$ cat config.mk
export PLATFORM = sky130hd
export DESIGN_NAME = gift_drop_engine
export DESIGN_NICKNAME = d
export VERILOG_FILES = /design/src/rtl/gift_drop_engine.sv
export SDC_FILE = /design/constraint.sdc
export NUM_CORES = 1
export LEC_CHECK = 0
export CORE_UTILIZATION = 35
export DETAILED_ROUTE_END_ITERATION = 10
export GPL_TIMING_DRIVEN = 0
export PLACE_DENSITY = 0.63
export RECOVER_POWER = 25
export SLEW_MARGIN = 20
export SYNTH_ARGS = -nofsm -noshare
export SYNTH_HDL_FRONTEND = slang
export SYNTH_SLANG_ARGS = --single-unit
$ cat constraint.sdc
create_clock -name clock -period 6.61 [get_ports clock]
set_clock_uncertainty 0.05 [all_clocks]
set_input_delay 0.661 -clock clock [delete_from_list [all_inputs] [get_ports clock]]
set_output_delay 0.661 -clock clock [all_outputs]
set_load 0.1 [all_outputs]
$ cat src/rtl/gift_drop_engine.sv
// Multi-slot falling power-up engine: LFSR-chosen kinds, per-slot IDLE/FALL/CAUGHT
// state machines, and a catch arbiter that feeds a valid/ready kind queue.
module gift_drop_engine #(
  parameter int unsigned SLOTS     = 4,
  parameter int unsigned W         = 10,
  parameter int unsigned FALL_STEP = 2,
  parameter int unsigned SCREEN_H  = 480,
  parameter int unsigned GIFT_W    = 16,
  parameter int unsigned GIFT_H    = 8,
  parameter int unsigned PD_W      = 64,
  parameter int unsigned PD_SZ     = 10,
  parameter int unsigned Q_DEPTH   = 4,
  parameter logic [15:0] SEED      = 16'hACE1
) (
  input  logic               clock,
  input  logic               reset,
  input  logic               tick,
  input  logic               lost,
  input  logic               spawn,
  input  logic [W-1:0]       spawn_x,
  input  logic [W-1:0]       spawn_y,
  input  logic [W-1:0]       paddle_x,
  input  logic [W-1:0]       paddle_y,
  output logic [SLOTS*W-1:0] o_x,
  output logic [SLOTS*W-1:0] o_y,
  output logic [SLOTS*3-1:0] o_kind,
  output logic [SLOTS-1:0]   active,
  output logic               spawn_drop,
  output logic               catch_valid,
  output logic [2:0]         catch_kind,
  input  logic               catch_ready
);

  localparam int unsigned EW = W + 2;
  localparam int unsigned PW = (Q_DEPTH > 1) ? $clog2(Q_DEPTH) : 1;
  localparam logic [15:0]   SEED_EFF = (SEED == 16'h0000) ? 16'h0001 : SEED;
  localparam logic [EW-1:0] FS_E  = EW'(FALL_STEP);
  localparam logic [EW-1:0] SH_E  = EW'(SCREEN_H);
  localparam logic [EW-1:0] GW_E  = EW'(GIFT_W);
  localparam logic [EW-1:0] GH_E  = EW'(GIFT_H);
  localparam logic [EW-1:0] PDW_E = EW'(PD_W);
  localparam logic [EW-1:0] PSZ_E = EW'(PD_SZ);

  typedef enum logic [1:0] {S_IDLE, S_FALL, S_CAUGHT} slot_st_e;

  slot_st_e       st_q [SLOTS];
  slot_st_e       st_d [SLOTS];
  logic [W-1:0]   x_q [SLOTS], x_d [SLOTS];
  logic [W-1:0]   y_q [SLOTS], y_d [SLOTS];
  logic [2:0]     k_q [SLOTS], k_d [SLOTS];
  logic [SLOTS-1:0] active_q, active_d;
  logic           spawn_drop_q, spawn_drop_d;
  logic [15:0]    lfsr_q, lfsr_d;

  logic [2:0]     mem_q [Q_DEPTH], mem_d [Q_DEPTH];
  logic [PW-1:0]  rd_q, rd_d, wr_q, wr_d;
  logic [PW:0]    cnt_q, cnt_d;
  logic [2:0]     head_q, head_d;

  logic           pop, full, push, arb_done, taken, hit, miss;
  logic [2:0]     push_kind;
  logic [EW-1:0]  yn;

  function automatic logic [PW-1:0] ptr_inc(input logic [PW-1:0] p);
    return (p == PW'(Q_DEPTH - 1)) ? '0 : p + 1'b1;
  endfunction

  assign catch_valid = (cnt_q != '0);
  assign catch_kind  = head_q;
  assign active      = active_q;
  assign spawn_drop  = spawn_drop_q;
  assign pop         = catch_valid & catch_ready;
  assign full        = (cnt_q == (PW+1)'(Q_DEPTH));

  always_comb begin
    lfsr_d       = {1'b0, lfsr_q[15:1]} ^ (lfsr_q[0] ? 16'hB400 : 16'h0000);
    st_d         = st_q;
    x_d          = x_q;
    y_d          = y_q;
    k_d          = k_q;
    mem_d        = mem_q;
    rd_d         = rd_q;
    wr_d         = wr_q;
    cnt_d        = cnt_q;
    head_d       = head_q;
    spawn_drop_d = 1'b0;
    push         = 1'b0;
    push_kind    = '0;
    arb_done     = 1'b0;
    taken        = 1'b0;
    yn           = '0;
    hit          = 1'b0;
    miss         = 1'b0;
    if (lost) begin
      for (int unsigned i = 0; i < SLOTS; i++) st_d[i] = S_IDLE;
      rd_d   = '0;
      wr_d   = '0;
      cnt_d  = '0;
      head_d = '0;
    end else begin
      // A full queue still accepts a push when the head is leaving this cycle.
      for (int unsigned i = 0; i < SLOTS; i++) begin
        if (!arb_done && st_q[i] == S_CAUGHT) begin
          arb_done = 1'b1;
          if (!full || pop) begin
            push      = 1'b1;
            push_kind = k_q[i];
            st_d[i]   = S_IDLE;
          end
        end
      end
      for (int unsigned i = 0; i < SLOTS; i++) begin
        if (tick && st_q[i] == S_FALL) begin
          yn   = {2'b00, y_q[i]} + FS_E;
          hit  = ({2'b00, x_q[i]} + GW_E > {2'b00, paddle_x}) &&
                 ({2'b00, x_q[i]} < {2'b00, paddle_x} + PDW_E) &&
                 (yn + GH_E >= {2'b00, paddle_y}) &&
                 (yn <= {2'b00, paddle_y} + PSZ_E);
          miss = (yn + GH_E >= SH_E) || yn[W];
          if (hit)       st_d[i] = S_CAUGHT;
          else if (miss) st_d[i] = S_IDLE;
          else           y_d[i]  = yn[W-1:0];
        end
      end
      for (int unsigned i = 0; i < SLOTS; i++) begin
        if (spawn && !taken && st_q[i] == S_IDLE) begin
          taken   = 1'b1;
          st_d[i] = S_FALL;
          x_d[i]  = spawn_x;
          y_d[i]  = spawn_y;
          k_d[i]  = lfsr_q[2:0];
        end
      end
      if (spawn && !taken) spawn_drop_d = 1'b1;
      if (pop) rd_d = ptr_inc(rd_q);
      if (push) begin
        mem_d[wr_q] = push_kind;
        wr_d        = ptr_inc(wr_q);
      end
      if (push && !pop)      cnt_d = cnt_q + 1'b1;
      else if (!push && pop) cnt_d = cnt_q - 1'b1;
      // Head register tracks the next-cycle head so catch_kind stays registered.
      if (cnt_d == '0)
        head_d = '0;
      else if (push && (cnt_q == '0 || (cnt_q == (PW+1)'(1) && pop)))
        head_d = push_kind;
      else
        head_d = mem_q[rd_d];
    end
    for (int unsigned i = 0; i < SLOTS; i++) active_d[i] = (st_d[i] == S_FALL);
  end

  always_ff @(posedge clock or negedge reset) begin
    if (!reset) begin
      for (int unsigned i = 0; i < SLOTS; i++) begin
        st_q[i] <= S_IDLE;
        x_q[i]  <= '0;
        y_q[i]  <= '0;
        k_q[i]  <= '0;
      end
      for (int unsigned j = 0; j < Q_DEPTH; j++) mem_q[j] <= '0;
      active_q     <= '0;
      spawn_drop_q <= 1'b0;
      lfsr_q       <= SEED_EFF;
      rd_q         <= '0;
      wr_q         <= '0;
      cnt_q        <= '0;
      head_q       <= '0;
    end else begin
      st_q         <= st_d;
      x_q          <= x_d;
      y_q          <= y_d;
      k_q          <= k_d;
      mem_q        <= mem_d;
      active_q     <= active_d;
      spawn_drop_q <= spawn_drop_d;
      lfsr_q       <= lfsr_d;
      rd_q         <= rd_d;
      wr_q         <= wr_d;
      cnt_q        <= cnt_d;
      head_q       <= head_d;
    end
  end

  always_comb begin
    o_x    = '0;
    o_y    = '0;
    o_kind = '0;
    for (int unsigned i = 0; i < SLOTS; i++) begin
      o_x[i*W +: W]    = x_q[i];
      o_y[i*W +: W]    = y_q[i];
      o_kind[i*3 +: 3] = k_q[i];
    end
  end

endmodule

==> metrics.md <==
| Metric | Value |
|---|---|
| Routed wire length | `38400 um` |
| Die ar. | `34100 um^2` |
| First-pass GRT wire length | `59700 um` |
| Crit. End Element | `flip-flop` |
| Final setup viols | `0` |
| Final Hold Viols | `0` |
| Syn Area/Cell | `9.08 um^2` |
| CTS sink cnt | `143` |
| Sequential-to-total area share from yosys stat | `30.7%` |
| Worst Slack Setup Final | `1460 ps` |
| Number of flops mapped to enable cells by yosys | `0` |
| RD Place Congestion | `0.943` |
| Avg WL per Cell | `20.2 um` |
| Drt initial violations | `814` |
| Hold Crit Class | `flip-flop to flip-flop` |
| Ys Warns | `0` |
| Die Y | `185 um` |
| Standard-cell row count | `66` |
| Area contributors post-synth | `dfrtp_1 (29%), ha_1 (18%), mux2_2 (4.5%)` |
| DRT antenna net count | `0` |
| Core footprint | `32700 um^2` |
| Unrepaired setup endpoints after global routing | `no` |
| Largest net degree at the start of global routing | `78` |
| Ant. Diodes | `0` |
| Leak Pwr | `0.00646 uW` |
| Max Freq | `0.194 GHz` |
| IO Port Bufs | `144` |
| Final TNS setup | `0 ps` |
| TritonCTS Buffers | `17` |
| Hold Path Stages | `0` |
| Proportion of layout cells with a drive suffix above 1 | `7.87%` |
| Max Cap Viol | `1` |
| Result of the run | `finished, violations left` |
| Dpl hpwl | `29400 um` |
| CTS Buffer Depth | `2` |
| Final min period | `5150 ps` |
| Required time of the critical path | `6830 ps` |
| I/O pin total | `147` |
| Worst-path clk slew | `60 ps` |
| CTS tree | `built` |
| Least-Margin Pin Slew | `3920 ps` |
| Hold Buf Count CTS | `0` |
| DRC | `0` |
| Synth cell types | `84` |
| Failing checks | `max-capacitance violations, max-slew violations` |
| Top_reg_cell synth | `dfrtp_1` |
| Final Cell Area | `14300 um^2` |
| Fin nets | `1662` |
| Post-CTS sizing | `0` |
| Synth area leader | `dfrtp_1` |
| Post-CTS Setup Inserts | `0` |
| Most common cell in the synthesized netlist | `ha_1` |
| Initial antenna violation count | `0` |
| FFs w/ async S/R, synth | `100%` |
| Routed via count | `10772` |
| GRT Overall Usage | `23.1%` |
| Syn nets | `1498` |
| Power per Cell Area | `395 nW/um^2` |
| VDD IR max | `233 uV` |
| Drt first pass iters | `7` |
| Cell Area, Placed | `13700 um^2` |
| DP Worst Slack | `1150 ps` |
| Crit path max fanout | `10` |
| Cells after Synth | `1285` |
| Non-filler cells, final | `1904` |
| Crit path launch type | `flip-flop` |
| Worst EP arrival | `5370 ps` |
| Chip width | `185 um` |
| Gr ovfl total | `0` |
| Share of the synthesized area in the top cell type | `28.9%` |
| Synth-to-Final Area Change | `22.2%` |
| Hold slack | `300 ps` |
| Clock Latency Late Sink | `440 ps` |
| Synth Register Bits | `143` |
| Netlist Area Pre-Place | `11700 um^2` |
| Kind of critical path | `flip-flop to flip-flop` |
| R2R cell count | `19` |
| H-tree depth | `4` |
| Placed instance count | `1872` |
| Rel. slew slack | `-161%` |
| Initial Util | `35.7%` |
| Max Slew Vio Count | `67` |
| Post-synth top cells | `ha_1 (167), dfrtp_1 (135), nand2_1 (114)` |
| Vias in the first global route | `10499` |
| Period utilization | `77.9%` |
| Vias per cell | `5.66` |
| CTS root buf | `clkbuf_16` |
[worst max-delay path: stages, from the launching register on]
cell,delay [ps]
dfrtp_1,490
ha_1,190
clkbuf_1,370
xor2_1,330
ha_1,270
nand2_1,80
nor4_1,330
o211ai_1,140
xor2_1,300
inv_1,80
ha_1,300
and4_1,160
nand3_1,70
o211ai_1,310
nand4_1,130
and4b_1,260
nand3_1,150
clkbuf_1,400
nor2_1,70
a311oi_1,490
[sequential cells by signal, summed over array words and instances, names as in the netlist, 2 cells and up]
| name | flops |
|---|---|
| lfsr_q | 16 |
| active | 4 |
| o_y | 40 |
| o_kind | 12 |
| st_q | 8 |
| catch_kind | 3 |
| o_x | 40 |
| mem_q | 12 |
| rd_q | 2 |
| cnt_q | 3 |
| wr_q | 2 |
[power breakdown]
| part | leakage [uW] | internal [uW] | total [uW] | switching (uW) |
|---|---|---|---|---|
| clock network | 0.000276 | 547 | 982 | 435 |
| registers | 0.00182 | 1020 | 1220 | 200 |
| logic | 0.00437 | 1110 | 3440 | 2320 |
[routing by layer]
layer / track usage (%) / wire (um)
met5: 0 / 0
met4: 5.52 / 638
met2: 37.6 / 17900
met1: 31.2 / 17300
met3: 4.64 / 2590
[cells in the final DEF, fill, tap and decap left out, types with 49 or more instances in the layout]
cell,n
ha_1,167
o21ai_0,56
dfrtp_1,135
nor2_1,74
a21oi_1,68
inv_1,78
nand2_1,114
clkdlybuf4s50_1,143
nand3_1,52
xnor2_1,49
[stage by stage]
stage	total power, uW	utilization [%]
global placement	4550	41.8
finish	5640	43.6
detailed placement	4620	41.9
CTS	5630	43.7
floorplan	3730	-
global route	5980	43.6
[area by class of cell]
class | instances | area, um^2
plain buffers | 44 | 190
clock buffers | 20 | 457
clock inverters | 12 | 121
fillers | 3229 | 18400
inverters | 78 | 293
multi-input cells | 1020 | 7600
flip-flops and latches | 143 | 3590
well taps | 442 | 553
repair buffers | 145 | 1460
[final timing paths]
path                                       from              endpoint  slack (ps)
setup / recovery            o_y[31]$_DFFE_PN0P_   o_y[37]$_DFFE_PN0P_        1460
max in group asynchronous                 reset   o_y[37]$_DFFE_PN0P_        2780
hold / removal             lfsr_q[12]$_DFF_PN0_  lfsr_q[11]$_DFF_PN1_         300
hold reg to reg            lfsr_q[12]$_DFF_PN0_  lfsr_q[11]$_DFF_PN1_         300
setup reg to reg            o_y[31]$_DFFE_PN0P_   o_y[37]$_DFFE_PN0P_        1460
min in group asynchronous                 reset   lfsr_q[9]$_DFF_PN0_        1540
[logic make-up (layout without fill, tap and decap cells)]
logic type | Yosys count | count (layout) | share of synthesized area [%]
xor+xnor | 74 | 74 | 5.78
flops | 143 | 143 | 30.7
fa+ha+maj | 167 | 167 | 17.9
simple gates | 423 | 423 | 18.5
buf+inv | 122 | 299 | 4.14
mux | 61 | 61 | 5.73
compound gates | 295 | 295 | 17.2
(Power assumes the default switching activity.)
